File: config.mk
export PLATFORM = sky130hd
export DESIGN_NAME = regn_mode_fsm_flat
export DESIGN_NICKNAME = d
export VERILOG_FILES = /design/src/rtl/regn_mode_fsm_pkg.sv /design/src/rtl/regn_mode_fsm_if.sv /design/src/rtl/regn_mode_fsm_addsub.sv /design/src/rtl/regn_mode_fsm.sv /design/src/flat_wrapper.sv
export SDC_FILE = /design/constraint.sdc
export NUM_CORES = 1
export LEC_CHECK = 0
export ABC_AREA = 1
export ABC_CLOCK_PERIOD_IN_PS = 3400
export BUFFER_PORTS_ARGS = -buffer_cell sky130_fd_sc_hd__buf_2
export CAP_MARGIN = 0
export CORE_AREA = 2 2 51 53
export DETAILED_ROUTE_END_ITERATION = 6
export DIE_AREA = 0 0 53 55
export PLACE_DENSITY = 0.78
export SLEW_MARGIN = 20
export SYNTH_ARGS = -nofsm -noshare
export SYNTH_HDL_FRONTEND = slang
export SYNTH_SLANG_ARGS = --single-unit
File: constraint.sdc
create_clock -name clk -period 3.4 [get_ports clk]
set_clock_uncertainty 0.2 [all_clocks]
set_input_delay 0.34 -clock clk [delete_from_list [all_inputs] [get_ports clk]]
set_output_delay 0.34 -clock clk [all_outputs]
set_load 0.05 [all_outputs]
File: src/rtl/regn_mode_fsm_pkg.sv
// Shared mode encoding for the mode-controlled timer register.
// Mode codes double as the state register encoding.
package regn_mode_fsm_pkg;

  localparam int MODE_W = 3;

  typedef enum logic [MODE_W-1:0] {
    LD  = 3'd0,
    INC = 3'd1,
    DEC = 3'd2,
    SHL = 3'd3,
    SHR = 3'd4
  } mode_e;

  function automatic logic mode_legal(
    input logic [MODE_W-1:0] m
  );
    return (m <= SHR);
  endfunction

endpackage

File: src/rtl/regn_mode_fsm_if.sv
// Control/data bundle between a timer block and its mode register.
// master drives requests and data, slave returns contents and tc.
interface regn_mode_fsm_if #(
  parameter int WIDTH = 8
);
  import regn_mode_fsm_pkg::*;

  logic [MODE_W-1:0] mode;
  logic              en;
  logic              clr;
  logic              sin;
  logic [WIDTH-1:0]  in;
  logic [WIDTH-1:0]  out;
  logic [MODE_W-1:0] state;
  logic              tc;

  modport master (
    output mode,
    output en,
    output clr,
    output sin,
    output in,
    input  out,
    input  state,
    input  tc
  );

  modport slave (
    input  mode,
    input  en,
    input  clr,
    input  sin,
    input  in,
    output out,
    output state,
    output tc
  );

endinterface

File: src/rtl/regn_mode_fsm_addsub.sv
// Shared step adder/subtractor for INC and DEC.
// flag is carry on add and borrow on subtract.
module regn_mode_fsm_addsub #(
  parameter int WIDTH = 8,
  parameter int STEP  = 1
) (
  input  logic [WIDTH-1:0] a,
  input  logic             sub,
  output logic [WIDTH-1:0] result,
  output logic             flag
);

  // Step is truncated to the datapath width, unsigned only.
  localparam logic [WIDTH-1:0] STEP_W = WIDTH'(STEP);

  logic [WIDTH:0] a_x;
  logic [WIDTH:0] b_x;
  logic [WIDTH:0] sum;

  assign a_x = {1'b0, a};
  assign b_x = {1'b0, STEP_W};

  always_comb begin
    sum = '0;
    if (sub) begin
      sum = a_x - b_x;
    end else begin
      sum = a_x + b_x;
    end
  end

  assign result = sum[WIDTH-1:0];
  assign flag   = sum[WIDTH];

endmodule

File: src/rtl/regn_mode_fsm.sv
// Mode-controlled general register: load, inc, dec, shifts,
// wrap/saturate policy and a registered terminal-count pulse.
module regn_mode_fsm
  import regn_mode_fsm_pkg::*;
#(
  parameter int WIDTH    = 8,
  parameter int HIGH     = WIDTH - 1,
  parameter int STEP     = 1,
  parameter int SATURATE = 0
) (
  input logic            clk,
  input logic            rst_n,
  regn_mode_fsm_if.slave bus
);

  localparam logic [WIDTH-1:0] ONES = '1;
  localparam logic [WIDTH-1:0] ZERO = '0;
  localparam logic             SAT  = (SATURATE != 0);

  mode_e            state_q;
  mode_e            state_d;
  logic [WIDTH-1:0] out_q;
  logic [WIDTH-1:0] out_d;
  logic             tc_q;
  logic             tc_d;

  logic             as_sub;
  logic [WIDTH-1:0] as_res;
  logic             as_flag;

  regn_mode_fsm_addsub #(
    .WIDTH (WIDTH),
    .STEP  (STEP)
  ) u_addsub (
    .a      (out_q),
    .sub    (as_sub),
    .result (as_res),
    .flag   (as_flag)
  );

  assign as_sub = (state_q == DEC);

  always_ff @(posedge clk or negedge rst_n) begin
    if (!rst_n) begin
      state_q <= LD;
      out_q   <= '0;
      tc_q    <= 1'b0;
    end else begin
      state_q <= state_d;
      out_q   <= out_d;
      tc_q    <= tc_d;
    end
  end

  // Mode tracks the request every cycle, independent of en/clr.
  always_comb begin
    state_d = state_q;
    if (mode_legal(bus.mode)) begin
      state_d = mode_e'(bus.mode);
    end
  end

  always_comb begin
    out_d = out_q;
    tc_d  = 1'b0;
    if (bus.clr) begin
      out_d = '0;
    end else if (bus.en) begin
      unique case (1'b1)
        (state_q == LD): begin
          out_d = bus.in;
        end
        (state_q == INC): begin
          out_d = as_res;
          tc_d  = as_flag;
          if (as_flag && SAT) begin
            out_d = ONES;
          end
        end
        (state_q == DEC): begin
          out_d = as_res;
          tc_d  = as_flag;
          if (as_flag && SAT) begin
            out_d = ZERO;
          end
        end
        (state_q == SHL): begin
          out_d = {out_q[HIGH-1:0], bus.sin};
        end
        (state_q == SHR): begin
          out_d = {bus.sin, out_q[HIGH:1]};
        end
        default: begin
          out_d = out_q;
        end
      endcase
    end
  end

  assign bus.out   = out_q;
  assign bus.state = state_q;
  assign bus.tc    = tc_q;

endmodule
File: src/flat_wrapper.sv
// flat-port wrapper written by rule: the top's interface ports become plain ports
module regn_mode_fsm_flat import regn_mode_fsm_pkg::*;
#(
  parameter int WIDTH    = 8,
  parameter int HIGH     = WIDTH - 1,
  parameter int STEP     = 1,
  parameter int SATURATE = 0
)
  (clk, rst_n, bus_mode, bus_en, bus_clr, bus_sin, bus_in, bus_out, bus_state, bus_tc);
  regn_mode_fsm_if #(.WIDTH(WIDTH)) bus_i ();
  input logic clk;
  input logic rst_n;
  input wire logic [$bits(bus_i.mode)-1:0] bus_mode;
  input wire logic [$bits(bus_i.en)-1:0] bus_en;
  input wire logic [$bits(bus_i.clr)-1:0] bus_clr;
  input wire logic [$bits(bus_i.sin)-1:0] bus_sin;
  input wire logic [$bits(bus_i.in)-1:0] bus_in;
  output wire logic [$bits(bus_i.out)-1:0] bus_out;
  output wire logic [$bits(bus_i.state)-1:0] bus_state;
  output wire logic [$bits(bus_i.tc)-1:0] bus_tc;
  assign bus_i.mode = bus_mode;
  assign bus_i.en = bus_en;
  assign bus_i.clr = bus_clr;
  assign bus_i.sin = bus_sin;
  assign bus_i.in = bus_in;
  assign bus_out = bus_i.out;
  assign bus_state = bus_i.state;
  assign bus_tc = bus_i.tc;
  regn_mode_fsm #(.WIDTH(WIDTH), .HIGH(HIGH), .STEP(STEP), .SATURATE(SATURATE)) u_core (.clk(clk), .rst_n(rst_n), .bus(bus_i));
endmodule
## Yosys cells after proc, flatten, opt, wreduce, memory -nomap -nowiden

Cells that the tools add are included.

| storage, ports and cells | value |
|---|---|
| flip-flop bits (word level) | 12 |
| word-level logic and storage cells | 22 |

| operators by class | value |
|---|---|
| $add $sub $neg | 2 |
| order comparisons | 1 |
| equality and inequality tests | 4 |
| multiplexer cells | 7 |
| reduce and logical (&&, ||, !) cells | 5 |

Operators by type and width:

| kind | number |
|---|---|
| $pmux 8 s4 | 1 |
| $mux 8 | 2 |
| $add 8x1->9 const B | 1 |
| $mux 9 | 1 |
| $sub 8x1->9 const B | 1 |
| $eq 3x2->1 const B | 2 |
| $reduce_bool 5->1 | 1 |
| $eq 3x1->1 const B | 1 |
| $eq 3x3->1 const B | 1 |
| $le 3x3->1 const B | 1 |
| $logic_not 3->1 | 1 |
| $mux 1 | 3 |
| $reduce_and 2->1 | 1 |
| $reduce_bool 2->1 | 1 |
| $reduce_or 2->1 | 1 |

## Depth between registers and ports, before layout

Gate-level depths: netlist of run 1.

| depth | value |
|---|---|
| depth in word-level cells | 5 |
| mapped depth | 12 |
| mapped depth without buffers | 12 |

## Cells and area by module

A second synthesis of run 1 with hierarchy kept.

| unflattened totals | value |
|---|---|
| cells, all modules | 199 |
| area, all modules | 1300.0 um2 |

Modules (own cells, without submodules):

| module | instances | cells each | area an instance (um2) | seq. area each (um2) |
|---|---|---|---|---|
| regn_mode_fsm | 1 | 129 | 919.6 | 300.3 |
| regn_mode_fsm_addsub | 1 | 70 | 380.4 | 0.0 |

## Worst setup path before layout of run 1

No wires, ideal clock.

| timing path | value |
|---|---|
| kind | register -> register |
| from | register u_core.state_q[1], in the netlist u_core.bus.state[1] |
| to | register u_core.tc_q, in the netlist u_core.bus.tc |
| data arrival time | 2.541 ns |
| data required time | 3.079 ns |
| path slack | 0.538 ns |
| stages on the path, launching flop included | 10 |
| buffers on the path | 0 |
| period minus slack after synthesis | 2.862 ns |
| cell sequence | dfrtp_1 inv_1 nor3_1 ha_1 or2_1 and2_1 nand2_1 nand2_1 nor2_1 nor3b_2 |

| on the way | value |
|---|---|
| cells in the longest elaborated chain, start to end | 5 |

RTL lines:

| item | RTL line | source |
|---|---|---|
| from (decl) | regn_mode_fsm.sv:20 | `mode_e state_q;` |
| from (signal assigned) | regn_mode_fsm.sv:49 | `state_q <= state_d;` |
| $eq 3x2->1 / $eq 3x1->1 (equally long branches) | regn_mode_fsm.sv:41, regn_mode_fsm.sv:80, regn_mode_fsm.sv:73 |  |
| $mux 9 / $reduce_or 2->1 (equally long branches) | - |  |
| $mux 1 (*) | regn_mode_fsm.sv:69 | `unique case (1'b1)` |
| $mux 1 (*) | regn_mode_fsm.sv:68 | `end else if (bus.en) begin` |
| $mux 1 (*) | regn_mode_fsm.sv:66 | `if (bus.clr) begin` |
| net u_core.tc_d | regn_mode_fsm.sv:25 | `logic tc_d;` |
| to (signal assigned) | regn_mode_fsm.sv:51 | `tc_q <= tc_d;` |
| to (decl) | regn_mode_fsm.sv:24 | `logic tc_q;` |

Mark *: on every way through the listed nets, which the timed path passes. The rest lies on a longest branch.
A chain may end at the register's enable or synchronous reset.

## Final worst setup path of run 1

| timing path | value |
|---|---|
| from | register u_core.state_q[2], in the netlist u_core.bus.state[2] |
| to | register u_core.tc_q, in the netlist u_core.bus.tc |

The elaborated chain is that of the path after synthesis.

==> metrics.txt, run 1 <==
Flop pwr share=0.331; vias in the first global route=1,057; slew margin rel.=0.7396; crit path max fanout=10; Critical Path Source Type=flop; DIE WIDTH=53 um; Area growth syn-to-layout=18.72%; multi-input logic area=744.5 um2; H-tree depth=1; synth unique cells=33; share of cells above drive strength 1=0.2451; Detailed Routing Iterations Pass 1=4; leakage dissipation=0.7907 nW; non-filler cells, final=234; R2R Setup Slk=1.19 ns; Fin. Hold Viols=0; yosys warns=0; worst path required time=3.37 ns; Switch Pwr=0.2327 mW; Post-CTS Setup Bufs=0; Seq/Total Area, Yosys=0.2612; Comb power frac=0.444; status=finished clean; vias per cell=4.932; Syn Nets=196; # setup viols final=0; Crit Path Category=reg2reg; NumNets Final=229; Root Driver=clkbuf_4; Final HPWL DP=2.077 mm; First DRT Iteration DRCs=15; largest cells by area after synthesis=dfrtp_1 (26%), nand2_1 (19%), ha_1 (7.6%), inv_1 (6.9%), nand3_1 (4.8%); hold path startpoint=bus_mode[0]; Die H=55 um; placed cells=229; Hold WC Path Type=in2reg; reg-to-reg startpoint=u_core.bus.state[2]; deepest clock path buffer count=2; grt ovf=0; Initial Util=0.4862; largest net degree at the start of global routing=16; max-slew violations=0; post-DR wirelength/cell=11.42 um; WHS Endpoint=u_core.bus.state[0]; Achievable Freq=451.9 MHz; Sequential Area=300.3 um2; PortBufs=27; Fin Setup TNS=0 ns; biggest area consumer among synthesized cells=dfrtp_1; first-pass GRT wire length=4.498 mm; CTS tree=done; Hold Path Depth=3; Ports=28; total track usage=0.2122; number of buffers created by CTS=3; FF-to-FF End=u_core.bus.tc; critical path arrival=2.18 ns; clock tree sinks=12; reg2reg path depth=9; Avg Inst Size Synth=6.685 um2; maximum capacitance violations=0; Post-Syn Instances=172; Cell Area, Synth=0.001150 mm2; clock slew at reported path FFs=0.09 ns; crit end category=flop; post-synthesis sequential element count=12; fillers=245; fin crit share=0.6508; Post-route DRC=0; Pint=0.2978 mW; ANT nets after route=0; clock latency on the worst-skew pair=0.28 ns; fin crit period=2.213 ns; Least-Margin Pin Slew=0.3893 ns; FP Rows=18; unrepaired setup endpoints after global routing=no; Peak VDD IR=0.2406 mV; initial antenna violation count=0; Clk pwr share=0.224; sw frac=0.4387; Pwr Density=388.6 mW/mm2; via count=1,154; Post-synth ARST share=1.000; ys flop type=dfrtp_1; ANT cells=0; die area=0.002915 mm2; core area=0.002365 mm2; Post-synth EDFFs=0; Routed WL=2.672 mm; Final Wtd Congestion=0.8166; Synth top area share=0.2612
## power by group through the flow
| stage | registers [mW] | clock network (mW) | logic, mW |
|---|---|---|---|
| floorplan | 0.222 | 0 | 0.135 |
| global placement | 0.178 | 0 | 0.233 |
| detailed placement | 0.178 | 0 | 0.236 |
| CTS | 0.176 | 0.119 | 0.237 |
| global route | 0.178 | 0.122 | 0.265 |
| finish | 0.176 | 0.119 | 0.236 |
## per-layer routing
| layer | routed length (um) | global-route usage | up-vias |
|---|---|---|---|
| met3 | 79 | 0.01613 | 2 |
| met2 | 1345 | 0.4000 | 19 |
| met1 | 1231 | 0.2633 | 515 |
| met5 | 0 | 0 | - |
| met4 | 16 | 0.05128 | 0 |
| li1 | - | - | 618 |
## cells in the mapped netlist, types with 2 or more instances
| library cell | number |
|---|---|
| nand2_1 | 58 |
| nor2_1 | 7 |
| nand2_2 | 2 |
| inv_2 | 3 |
| nand3b_1 | 2 |
| nor2_4 | 2 |
| o21ai_1 | 10 |
| inv_1 | 21 |
| or2_2 | 2 |
| nor2_2 | 2 |
| a21oi_1 | 9 |
| nand2_4 | 2 |
| nand3_1 | 11 |
| o21ai_0 | 5 |
| ha_1 | 7 |
| dfrtp_1 | 12 |
## worst max path at each step
stage	start	to	slack (ns)	depth (start not counted)
floorplan	u_core.bus.state[1]	u_core.bus.tc	0.54	9
finish	u_core.bus.state[2]	u_core.bus.tc	1.19	9
global placement	u_core.bus.state[2]	u_core.bus.tc	1.29	9
global route	u_core.bus.state[1]	u_core.bus.tc	1.02	10
CTS	u_core.bus.state[2]	u_core.bus.tc	1.21	9
detailed placement	u_core.bus.state[2]	u_core.bus.tc	1.23	9
## flip-flops by register name, indices dropped and copies added (netlist names)
register	count
u_core.bus.state	3
u_core.bus.out	8
u_core.bus.tc	1
## cell type report
cell class                 count  area share
clock buffer                   4     0.02658
inverter                      25     0.06874
timing repair buffer          29      0.1118
multi-input combinational    134      0.5454
tap                           30     0.02750
sequential                    12      0.2200
## critical path: stages, from the launching register on
cell	delay [ns]
dfrtp_1	0.47
nor3_1	0.19
buf_4	0.21
ha_1	0.27
or2_1	0.26
and2_1	0.17
nand2_1	0.05
nand2_1	0.07
nor2_1	0.14
nor3b_2	0.06
## placed cells by master (no fill, tap or decap), types with 2 or more instances in the layout
master and instances:
a21oi_1 9, buf_2 27, clkbuf_4 3, dfrtp_1 12, ha_1 7, inv_1 21, inv_2 3, nand2_1 58
nand2_2 2, nand2_4 2, nand3_1 11, nand3b_1 2, nor2_1 7, nor2_2 2, nor2_4 2, o21ai_0 5
o21ai_1 10, or2_2 2
## stage by stage
stage / utilization / setup WS (ns) / hold slack [ns] / power (mW) / cell area (um2)
after floorplan: - / 0.5384 / -0.1556 / 0.3575 / 1150
after global placement: 0.5577 / 1.285 / 0.04145 / 0.4118 / 1319
after detailed placement: 0.5577 / 1.232 / 0.04290 / 0.4141 / 1319
after CTS: 0.5772 / 1.215 / 0.08303 / 0.5318 / 1365
after global routing: 0.5772 / 1.023 / 0.1086 / 0.5657 / 1365
final: 0.5772 / 1.187 / 0.07719 / 0.5304 / 1365
## logic make-up after synthesis
kind of cell,Yosys count,synth area share
compound gates,30,0.1491
fa+ha+maj,8,0.09358
buf+inv,26,0.09140
flops,12,0.2612
simple gates,96,0.4048
## repair_timing
action,CTS,global route
resized for setup,0,0
hold buffers,1,0
hold endpoints to repair,12,0
No activity file was read; power rests on OpenSTA's default activity.
==> run 2: changes to the inputs <==
ABC_CLOCK_PERIOD_IN_PS = 2080   (was 3400)
clock period = 2.08 ns   (was 3.4 ns; I/O delays follow)
==> run 2 against run 1 <==
Net effect: hold slack worse by 0.065 ns; via count increased by 7.8%; critical path type unchanged; utilization rose by 5.9 points; final cell count up 3.0%; setup slack worse by 1.2 ns.
==> metrics.txt, run 2 (same netlist as run 1, synthesis figures left out) <==
Ports=28 (unchanged); Achievable Freq=480.8 MHz (+6.4%); Pint=0.5224 mW (+75%); slew margin rel.=0.7737 (+0.03411); Comb power frac=0.476 (+0.032); critical path arrival=2.07 ns (-0.11 ns); initial antenna violation count=0 (unchanged); number of buffers created by CTS=3 (unchanged); DP Area=0.001381 mm2 (+4.7%); multi-input logic area=804.5 um2 (+8.1%); fin crit period=2.080 ns (-0.1331 ns); reg-to-reg startpoint=u_core.bus.state[0]; minimum hold slack=0.01243 ns (-0.06476 ns); Detailed Routing Iterations Pass 1=4 (unchanged); # setup viols final=0 (unchanged); reg2reg path depth=9 (unchanged); share of cells above drive strength 1=0.3081 (+0.06296); placed cells=232 (+1.3%); total track usage=0.2416 (+0.02941); PortBufs=27 (unchanged); fillers=229 (-6.5%); core area=0.002365 mm2 (unchanged); Area growth syn-to-layout=30.79%; Root Driver=clkbuf_4; leakage dissipation=0.8186 nW (+3.5%); max FFs per register=8 (unchanged); Sequential Area=304.0 um2 (+1.3%); crit end category=flop; NumNets Final=236 (+3.1%); hold path startpoint=bus_in[2]; Hold WC Path Type=in2reg; Post-route DRC=0 (unchanged); R2R Setup Slk=0.0002 ns (-1.19 ns); Design Area, Final=0.001504 mm2 (+10%); DIE WIDTH=53 um (unchanged); Least-Margin Pin Slew=0.3383 ns (-0.05100 ns); post-DR wirelength/cell=12.57 um (+10%); maximum capacitance violations=0 (unchanged); sw frac=0.4340 (-0.004629); largest net degree at the start of global routing=16 (unchanged); non-filler cells, final=241 (+3.0%); vias in the first global route=1,183 (+12%); most common cell after layout, fill and taps aside=nand2_1; via count=1,244 (+7.8%); Fin. Hold Viols=0 (unchanged); final core occ=0.6360 (+0.05873); Initial Util=0.4862 (unchanged); unrepaired setup endpoints after global routing=yes; Peak VDD IR=0.4848 mV (+100%); Pwr Density=613.7 mW/mm2 (+58%); Design Power=0.9230 mW (+74%); deepest clock path buffer count=2 (unchanged); Final Wtd Congestion=0.8537 (+4.5%); clock tree sinks=12 (unchanged); H-tree depth=1 (unchanged); First DRT Iteration DRCs=19 (+4); crit path max fanout=10 (unchanged); vias per cell=5.162 (+4.7%); FF-to-FF End=u_core.bus.tc; grt ovf=0 (unchanged); clock latency on the worst-skew pair=0.29 ns (about the same); Switch Pwr=0.4006 mW (+72%); die area=0.002915 mm2 (unchanged); WHS Endpoint=u_core.bus.out[2]; slack of the critical path=0.0002112 ns (-1.187 ns); Fin Setup TNS=0 ns (unchanged); Clk pwr share=0.211 (-0.013); Flop pwr share=0.314 (-0.017); most frequent cells in the layout=nand2_1 (57), buf_2 (27), inv_1 (20), nand3_1 (11), o21ai_1 (10); ANT cells=0 (unchanged); first-pass GRT wire length=5.057 mm (+12%); Critical Path Source Type=flop; status=finished clean; Routed WL=3.030 mm (+13%); CTS tree=done; max-slew violations=0 (unchanged); fin crit share=0.9999 (+0.3491); FP Rows=18 (unchanged); ANT nets after route=0 (unchanged); Crit Path Category=reg2reg; Final HPWL DP=2.260 mm (+8.8%); Die H=55 um (unchanged); Hold Path Depth=3 (unchanged); Place WS=0.03246 ns (-1.200 ns); clock slew at reported path FFs=0.09 ns (about the same); worst path required time=2.07 ns (-1.30 ns)
## run 2: cell count changes in the layout (fill, tap and decap cells not counted), moves of 2 or more
cell / change
dfrtp_1: -3
ha_4: +3
buf_4: +2
ha_1: -3
dfrtp_2: +3
dlygate4sd3_1: +4
## run 2: layout make-up
type / instances / area share
Multi-Input combinational cell: 134 / 0.5349
Sequential cell: 12 / 0.2022
Timing Repair Buffer: 36 / 0.1514
Inverter: 25 / 0.06240
Tap cell: 30 / 0.02496
Clock buffer: 4 / 0.02413
## run 2: worst max path at each step
stage	start	to	slack, ns	cells after the start
after floorplan	u_core.bus.state[1]	u_core.bus.out[7]	-0.17	11
after global routing	u_core.bus.state[1]	u_core.bus.out[6]	-0.09	12
after detailed placement	u_core.bus.state[0]	u_core.bus.out[7]	0.03	11
after CTS	u_core.bus.state[1]	u_core.bus.tc	0.01	11
after global placement	u_core.bus.state[1]	u_core.bus.tc	0.05	11
final	u_core.bus.state[0]	u_core.bus.tc	0.0002	9
## run 2: layer usage
metal | GRT usage | vias up | share of wire
met3 | 0.01613 | 7 | 0.038
met5 | 0 | - | 0
met1 | 0.2967 | 563 | 0.41
li1 | - | 636 | -
met2 | 0.4458 | 38 | 0.53
met4 | 0.08974 | 0 | 0.021
## run 2: timing repair
action,CTS,global route
setup buffers,0,0
setup endpoints to repair,0,5
resized for setup,0,6
hold endpoints to repair,16,0
hold buffers,5,0
## run 2: power by group through the flow
stage,Combinational [mW],Clock [mW],Sequential [mW]
after CTS,0.422,0.194,0.287
after floorplan,0.227,0,0.367
after global routing,0.488,0.204,0.294
after detailed placement,0.413,0,0.292
final,0.439,0.194,0.290
after global placement,0.403,0,0.291
## run 2: worst max-delay path, stage by stage (launching register included)
cell and delay [ns]:
dfrtp_2 0.42, nor3_4 0.21, buf_12 0.17, ha_4 0.21, or2_4 0.23, and2_1 0.17, nand2_1 0.06, nand2_1 0.08
nand2_1 0.05, nor3b_2 0.17
